`src/rtl/fetch_unit.sv`:
```
// Instruction fetch stage: reads imem combinationally, assembles one- and two-word
// instructions and hands them downstream over a valid/ready handshake.
module fetch_unit #(
  parameter logic [15:0] TWO_WORD_MASK = 16'h01E0
) (
  input  logic        clk,
  input  logic        rst,
  output logic [7:0]  imem_addr,
  input  logic [15:0] imem_rdata,
  input  logic        redirect_valid,
  input  logic [7:0]  redirect_pc,
  output logic        out_valid,
  input  logic        out_ready,
  output logic [15:0] out_instr,
  output logic [7:0]  out_imm,
  output logic [7:0]  out_pc,
  output logic        out_two,
  output logic        stopped
);

  // Handshake: out_* are registered and held stable while out_valid && !out_ready;
  // a transfer happens on any rising edge where out_valid && out_ready.
  typedef enum logic [1:0] {
    S_FETCH = 2'd0,
    S_IMM   = 2'd1,
    S_OUT   = 2'd2,
    S_STOP  = 2'd3
  } state_t;

  state_t      state_q, state_d;
  logic [7:0]  fpc_q, fpc_d;
  logic        out_valid_q, out_valid_d;
  logic [15:0] out_instr_q, out_instr_d;
  logic [7:0]  out_imm_q, out_imm_d;
  logic [7:0]  out_pc_q, out_pc_d;
  logic        out_two_q, out_two_d;

  always_comb begin
    state_d     = state_q;
    fpc_d       = fpc_q;
    out_valid_d = out_valid_q;
    out_instr_d = out_instr_q;
    out_imm_d   = out_imm_q;
    out_pc_d    = out_pc_q;
    out_two_d   = out_two_q;

    if (redirect_valid) begin
      // Drops any partial or un-accepted instruction; a same-cycle handshake
      // has already been seen by downstream.
      fpc_d       = redirect_pc;
      out_valid_d = 1'b0;
      state_d     = S_FETCH;
    end else begin
      unique case (state_q)
        S_FETCH: begin
          out_instr_d = imem_rdata;
          out_pc_d    = fpc_q;
          fpc_d       = fpc_q + 8'd1;
          if (TWO_WORD_MASK[imem_rdata[15:12]]) begin
            out_two_d = 1'b1;
            state_d   = S_IMM;
          end else begin
            out_two_d   = 1'b0;
            out_imm_d   = 8'h00;
            out_valid_d = 1'b1;
            state_d     = S_OUT;
          end
        end
        S_IMM: begin
          out_imm_d   = imem_rdata[7:0];
          fpc_d       = fpc_q + 8'd1;
          out_valid_d = 1'b1;
          state_d     = S_OUT;
        end
        S_OUT: begin
          if (out_valid_q && out_ready) begin
            out_valid_d = 1'b0;
            state_d     = (out_instr_q[15:12] == 4'hF) ? S_STOP : S_FETCH;
          end
        end
        S_STOP: begin
          state_d = S_STOP;
        end
        default: state_d = S_FETCH;
      endcase
    end
  end

  always_ff @(posedge clk) begin
    if (rst) begin
      state_q     <= S_FETCH;
      fpc_q       <= 8'h00;
      out_valid_q <= 1'b0;
      out_instr_q <= 16'h0000;
      out_imm_q   <= 8'h00;
      out_pc_q    <= 8'h00;
      out_two_q   <= 1'b0;
    end else begin
      state_q     <= state_d;
      fpc_q       <= fpc_d;
      out_valid_q <= out_valid_d;
      out_instr_q <= out_instr_d;
      out_imm_q   <= out_imm_d;
      out_pc_q    <= out_pc_d;
      out_two_q   <= out_two_d;
    end
  end

  assign imem_addr = fpc_q;
  assign out_valid = out_valid_q;
  assign out_instr = out_instr_q;
  assign out_imm   = out_imm_q;
  assign out_pc    = out_pc_q;
  assign out_two   = out_two_q;
  assign stopped   = (state_q == S_STOP);

endmodule
```
`config.mk`:
```
export PLATFORM = sky130hd
export DESIGN_NAME = fetch_unit
export DESIGN_NICKNAME = d
export VERILOG_FILES = /design/src/rtl/fetch_unit.sv
export SDC_FILE = /design/constraint.sdc
export NUM_CORES = 1
export LEC_CHECK = 0
export ABC_AREA = 1
export ABC_CLOCK_PERIOD_IN_PS = 1200
export CELL_PAD_IN_SITES_DETAIL_PLACEMENT = 0
export CELL_PAD_IN_SITES_GLOBAL_PLACEMENT = 1
export CORE_MARGIN = 3
export CORE_UTILIZATION = 28
export CTS_BUF_LIST = sky130_fd_sc_hd__clkbuf_2
export CTS_CLUSTER_SIZE = 12
export DETAILED_ROUTE_END_ITERATION = 7
export GPL_TIMING_DRIVEN = 0
export PLACE_DENSITY_LB_ADDON = 0.08
export SLEW_MARGIN = 25
export SYNTH_ARGS = -nofsm -noshare
export SYNTH_HDL_FRONTEND = slang
export SYNTH_SLANG_ARGS = --single-unit
```
`constraint.sdc`:
```
create_clock -name clk -period 1.2 [get_ports clk]
set_input_delay 0.36 -clock clk [delete_from_list [all_inputs] [get_ports clk]]
set_output_delay 0.36 -clock clk [all_outputs]
set_load 0.05 [all_outputs]
```
# Yosys cells after proc, flatten, opt, wreduce, memory -nomap -nowiden
# Memory sizes are Yosys's and may differ from the RTL's.
# Cells that the tools add are included.
# Widths: inputs -> output; s select.
[op_classes] addsub=1 magnitude_cmp=1 eq_ne=6 muxes=13 n_bitwise=1 n_reduce_logical=10
[op_table] op="$mux 8" count=3
[op_table] op="$pmux 8 s2" count=1
[op_table] op="$add 8x1->8 const B" count=1
[op_table] op="$pmux 2 s4" count=1
[op_table] op="$mux 2" count=3
[op_table] op="$reduce_and 3->1" count=2
[op_table] op="$lt 4x5->1 const B" count=1
[op_table] op="$eq 2x2->1 const B" count=2
[op_table] op="$eq 4x4->1 const B" count=1
[op_table] op="$mux 1" count=4
[op_table] op="$ne 2x2->1 const B" count=2
[op_table] op="$reduce_bool 2->1" count=2
[op_table] op="$reduce_or 2->1" count=2
[op_table] op="$pmux 1 s3" count=1
[op_table] op="$reduce_bool 3->1" count=1
[op_table] op="$eq 2x1->1 const B" count=1
[op_table] op="$logic_not 2->1" count=1
[op_table] op="$reduce_and 2->1" count=1
[op_table] op="$logic_and 1x1->1" count=1
[op_table] op="$not 1->1" count=1
[totals] reg_bits=44 rom_bits=16 in_bits=28 wordCells=40 n_memories=1
[memory_table] name="(no name shown)" words=16 width=1 rd=1 rd_clocked_by_memory_dff=0 wr=0 line="59" rtl="if (TWO_WORD_MASK[imem_rdata[15:12]]) begin"

# Logic depth before layout (Yosys ltp)
[logic_depth] depth_word=4 depth_mapped=7

# Worst setup path before layout
# OpenSTA, ideal clock, no wires.
[synth_timing] kind="register to register" start="register fpc_q[1], in the netlist imem_addr[1]" end="register fpc_q[4], in the netlist imem_addr[4]" setup_time_ps=70 arrival_time_ps=1432 slack_ps=-302 path_stages_with_launch=7 synth_period_minus_slack_ps=1502 path_cell_list="dfxtp_1 > ha_1 > nand2_1 > nor2_1 > xor2_1 > nand2_1 > a21oi_1"
[synth_between] elab_chain_len=3
[synth_rtl] item="from (decl)" line="31" rtl="logic [7:0] fpc_q, fpc_d;"
[synth_rtl] item="from (signal assigned)" line="100" rtl="fpc_q <= fpc_d;"
[synth_rtl] item="$add 8x1->8" line="58, 71"
[synth_rtl] item="$mux 8"
[synth_rtl] item="$mux 8" line="47" rtl="if (redirect_valid) begin"
# Every way passes these cells. The select of a mux whose other input is x is not followed.
# A chain may end at the register's enable or synchronous reset.

# Final worst setup path
[layout_timing] start="register state_q[0]" end="output port stopped"
[layout_between] elab_chain_len=1
[layout_rtl] item="from (decl)" line="30" rtl="state_t state_q, state_d;"
[layout_rtl] item="from (signal assigned)" line="99" rtl="state_q <= state_d;"
[layout_rtl] item="$eq 2x2->1" line="115" rtl="assign stopped = (state_q == S_STOP);"
[layout_rtl] item="to (decl)" line="18" rtl="output logic stopped"
# Every way passes these cells.

==> summary.txt <==
Status
  – Status: finished with violations
  – Failing checks: negative setup slack

Placement
  – Port-buffer cells: 69
  – RePlAce Congestion: about 0.8
  – Inst Count DP: between 400 and 500
  – Placement Setup Slack: -0.7588 ns
  – Post-DP HPWL: between 4000 and 5000 um

Pwr
  – Switching power: around 1.5 mW
  – LEAKAGE: 1.587 nW
  – Clock power frac: 0.152
  – Max IR drop VDD: roughly 460 uV
  – Sw frac: 0.3669
  – PwrDens: between 1000 and 1500 nW/um^2
  – Comb power frac: 0.418
  – Internal power: 2.535 mW
  – Sequential Power Share: 0.430

Routing
  – Via density: approximately 4.5
  – Number of remaining DRC errors: 0
  – Total number of vias: roughly 2.1k
  – DR WL/cell: ~13 um
  – Antenna-violating nets left: 0
  – TritonRoute pass-1 iters: 4
  – Initial DRC Count: between 50 and 60
  – Final wirelength: slightly above 6000 um

Logic synthesis
  – Syn_area_per_cell: just over 7 sq um
  – Top FF cell, synth: dfxtp_1
  – Post-synth top area share: 0.4580
  – Asr flop ratio synth: 0
  – Mapped Cells: between 200 and 300
  – Post-synth top area cell: dfxtp_1
  – Post-Syn Area: 1923 sq um
  – Yosys Warn Count: 0
  – Sequential fraction of the synthesis area: 0.4580
  – Yosys reg bits: 44
  – Post-Syn Nets: ~300
  – Most common cell in the netlist: nand2_1
  – Post-synth EDFFs: 0
  – Synth area leaders: dfxtp_1, nand2_1, nor2_1
  – Synth top cells by count: nand2_1, nor2_1, dfxtp_1, a21oi_1, o21ai_0
  – Synth cell types: 22

Setup path
  – Worst endpoint required time: about 0.84 ns
  – Critical setup path kind: flip-flop to primary output
  – CP endpoint kind: primary output
  – Crit start category: flip-flop
  – CP Max Fanout: 2
  – Critical Path AT: a little over 1 ns

Die
  – Die area: 7899 sq um
  – Die X-Extent: slightly below 90 um
  – Initial Utilization: 0.2961
  – Core area: roughly 6500 sq um
  – # rows: 29
  – Die height: 88.88 um
  – Ports: slightly above 70

Layout
  – Fin nets: 408
  – Layout Cells excl Fill: about 460
  – FF+latch area: 950.9 sq um
  – Multi-input gate area: 997.2 sq um
  – # diodes: 0
  – Fill cell count: slightly above 600
  – Layout cells sized above 1: 0.4447
  – Area growth syn-to-layout: 86.92%

STA
  – Worst-margin pin slew: around 0.40 ns
  – Hold Slack: around 0.32 ns
  – RSZ-0062 raised after global routing: true
  – Slew HR: 0.7332
  – Min Tclk post-route: between 1 and 1.5 ns
  – Final worst slack: -0.1758 ns
  – Endpoints failing hold: 0
  – Fin Clk Skew: approximately 0.025 ns
  – # setup viols final: 65
  – Max Slew Vio Count: 0
  – F_max: around 730 MHz
  – Final Cycle Share: 1.146
  – Setup TNS: -4.850 ns

Clock network
  – Max Buffers Root-to-Sink: 2
  – H-tree depth: 2
  – Clock latency on the worst-skew pair: 0.40 ns
  – TritonCTS clock tree: yes
  – Clk slew on worst S/H paths: 0.22 ns
  – # hold bufs at CTS: 0
  – Clock sinks: between 40 and 50
  – CTS Root Buffer Type: clkbuf_2
  – CTS Buf Count: 5

Global routing
  – First-pass GRT wire length: 9867 um
  – Largest net degree at the start of global routing: 14
  – GRT Residual Overflow: 0
  – GRT Total Usage: 0.1628
  – Vias in the first global route: 2086
  – Initial antenna violation count: 0

Run
  – Max Cap Violations: 0

Hold path
  – Worst Hold Class: primary input to flip-flop
==> layer usage <==
metal / GRT usage / share of wire
met1: 0.2061 / 0.46
met2: 0.2767 / 0.49
met3: 0.04004 / 0.045
met4: 0.04121 / 0.011
met5: 0 / 0
==> registers in the layout (all words and copies together) (netlist names) <==
register and cells:
out_instr 16, imem_addr 8, out_imm 8, out_valid 1, state_q 2, out_pc 8
out_two 1
==> placed cells by master, fill, tap and decap left out, types with 3 or more instances in the layout <==
cell type	instances
o21ai_1	20
buf_8	47
clkbuf_2	8
a21oi_2	3
o21ai_0	10
nand2_1	48
dfxtp_2	38
a21oi_1	21
nand2_2	5
nor2_1	43
buf_4	21
inv_1	18
nor2_4	5
clkdlybuf4s50_1	25
buf_6	13
dfxtp_4	6
nand3_2	3
nand3_1	18
inv_2	3
==> critical path, cell delays in order, from the launching register on <==
cell and delay, ns:
dfxtp_2 0.39, nand2_2 0.05, inv_2 0.05, buf_8 0.13
==> power by group through the flow <==
| stage | registers [mW] | clock network, mW | logic [mW] |
|---|---|---|---|
| finish | 1.72 | 0.608 | 1.67 |
| global route | 1.74 | 0.697 | 1.78 |
| CTS | 1.72 | 0.645 | 1.58 |
| detailed placement | 1.71 | 0 | 1.22 |
| global placement | 1.71 | 0 | 1.21 |
| floorplan | 2.12 | 0 | 0.357 |
==> worst paths after layout <==
path | from | endpoint | slack, ns | cells past startpoint
min reg2reg | out_two$_SDFFE_PP0P_ | out_two$_SDFFE_PP0P_ | 0.51 | 2
max reg2reg | state_q[1]$_SDFFE_PP0P_ | out_pc[7]$_SDFFE_PP0P_ | -0.08 | 7
max | state_q[0]$_SDFFE_PP0P_ | stopped | -0.18 | 3
min | redirect_valid | imem_addr[3]$_SDFFE_PP0P_ | 0.32 | 3
==> stage by stage <==
stage,instance area [sq um],total power [mW],util
6_report,3595,4.004,0.5535
5_1_grt,3595,4.222,0.5535
4_1_cts,3396,3.952,0.5228
3_3_place_gp,2724,2.920,0.4194
2_1_floorplan,1937,2.480,-
3_5_place_dp,2724,2.923,0.4194
==> cell families after synthesis <==
logic type,after synthesis,share of synthesized area
XOR/XNOR,2,0.009110
flip-flops,44,0.4580
buffers and inverters,36,0.08978
AO/OA/AOI/OAI,58,0.1529
AND/OR/NAND/NOR,128,0.2837
adder cells (fa/ha/maj),1,0.006505
==> area by class of cell <==
| cell class | instances | share of cell area |
|---|---|---|
| clock inverter | 2 | 0.002088 |
| multi-input combinational | 189 | 0.2774 |
| tap | 77 | 0.02680 |
| buffer | 11 | 0.03446 |
| timing repair buffer | 104 | 0.3575 |
| clock buffer | 6 | 0.008354 |
| sequential | 44 | 0.2645 |
| inverter | 24 | 0.02889 |
==> what timing repair did <==
action,4_1_cts,5_1_grt
setup endpoints to repair,81,87
setup buffers,25,7
resized for setup,422,42
pin swaps,5,9
cloned,2,1
Note: power is estimated with default switching activity, not from simulation.
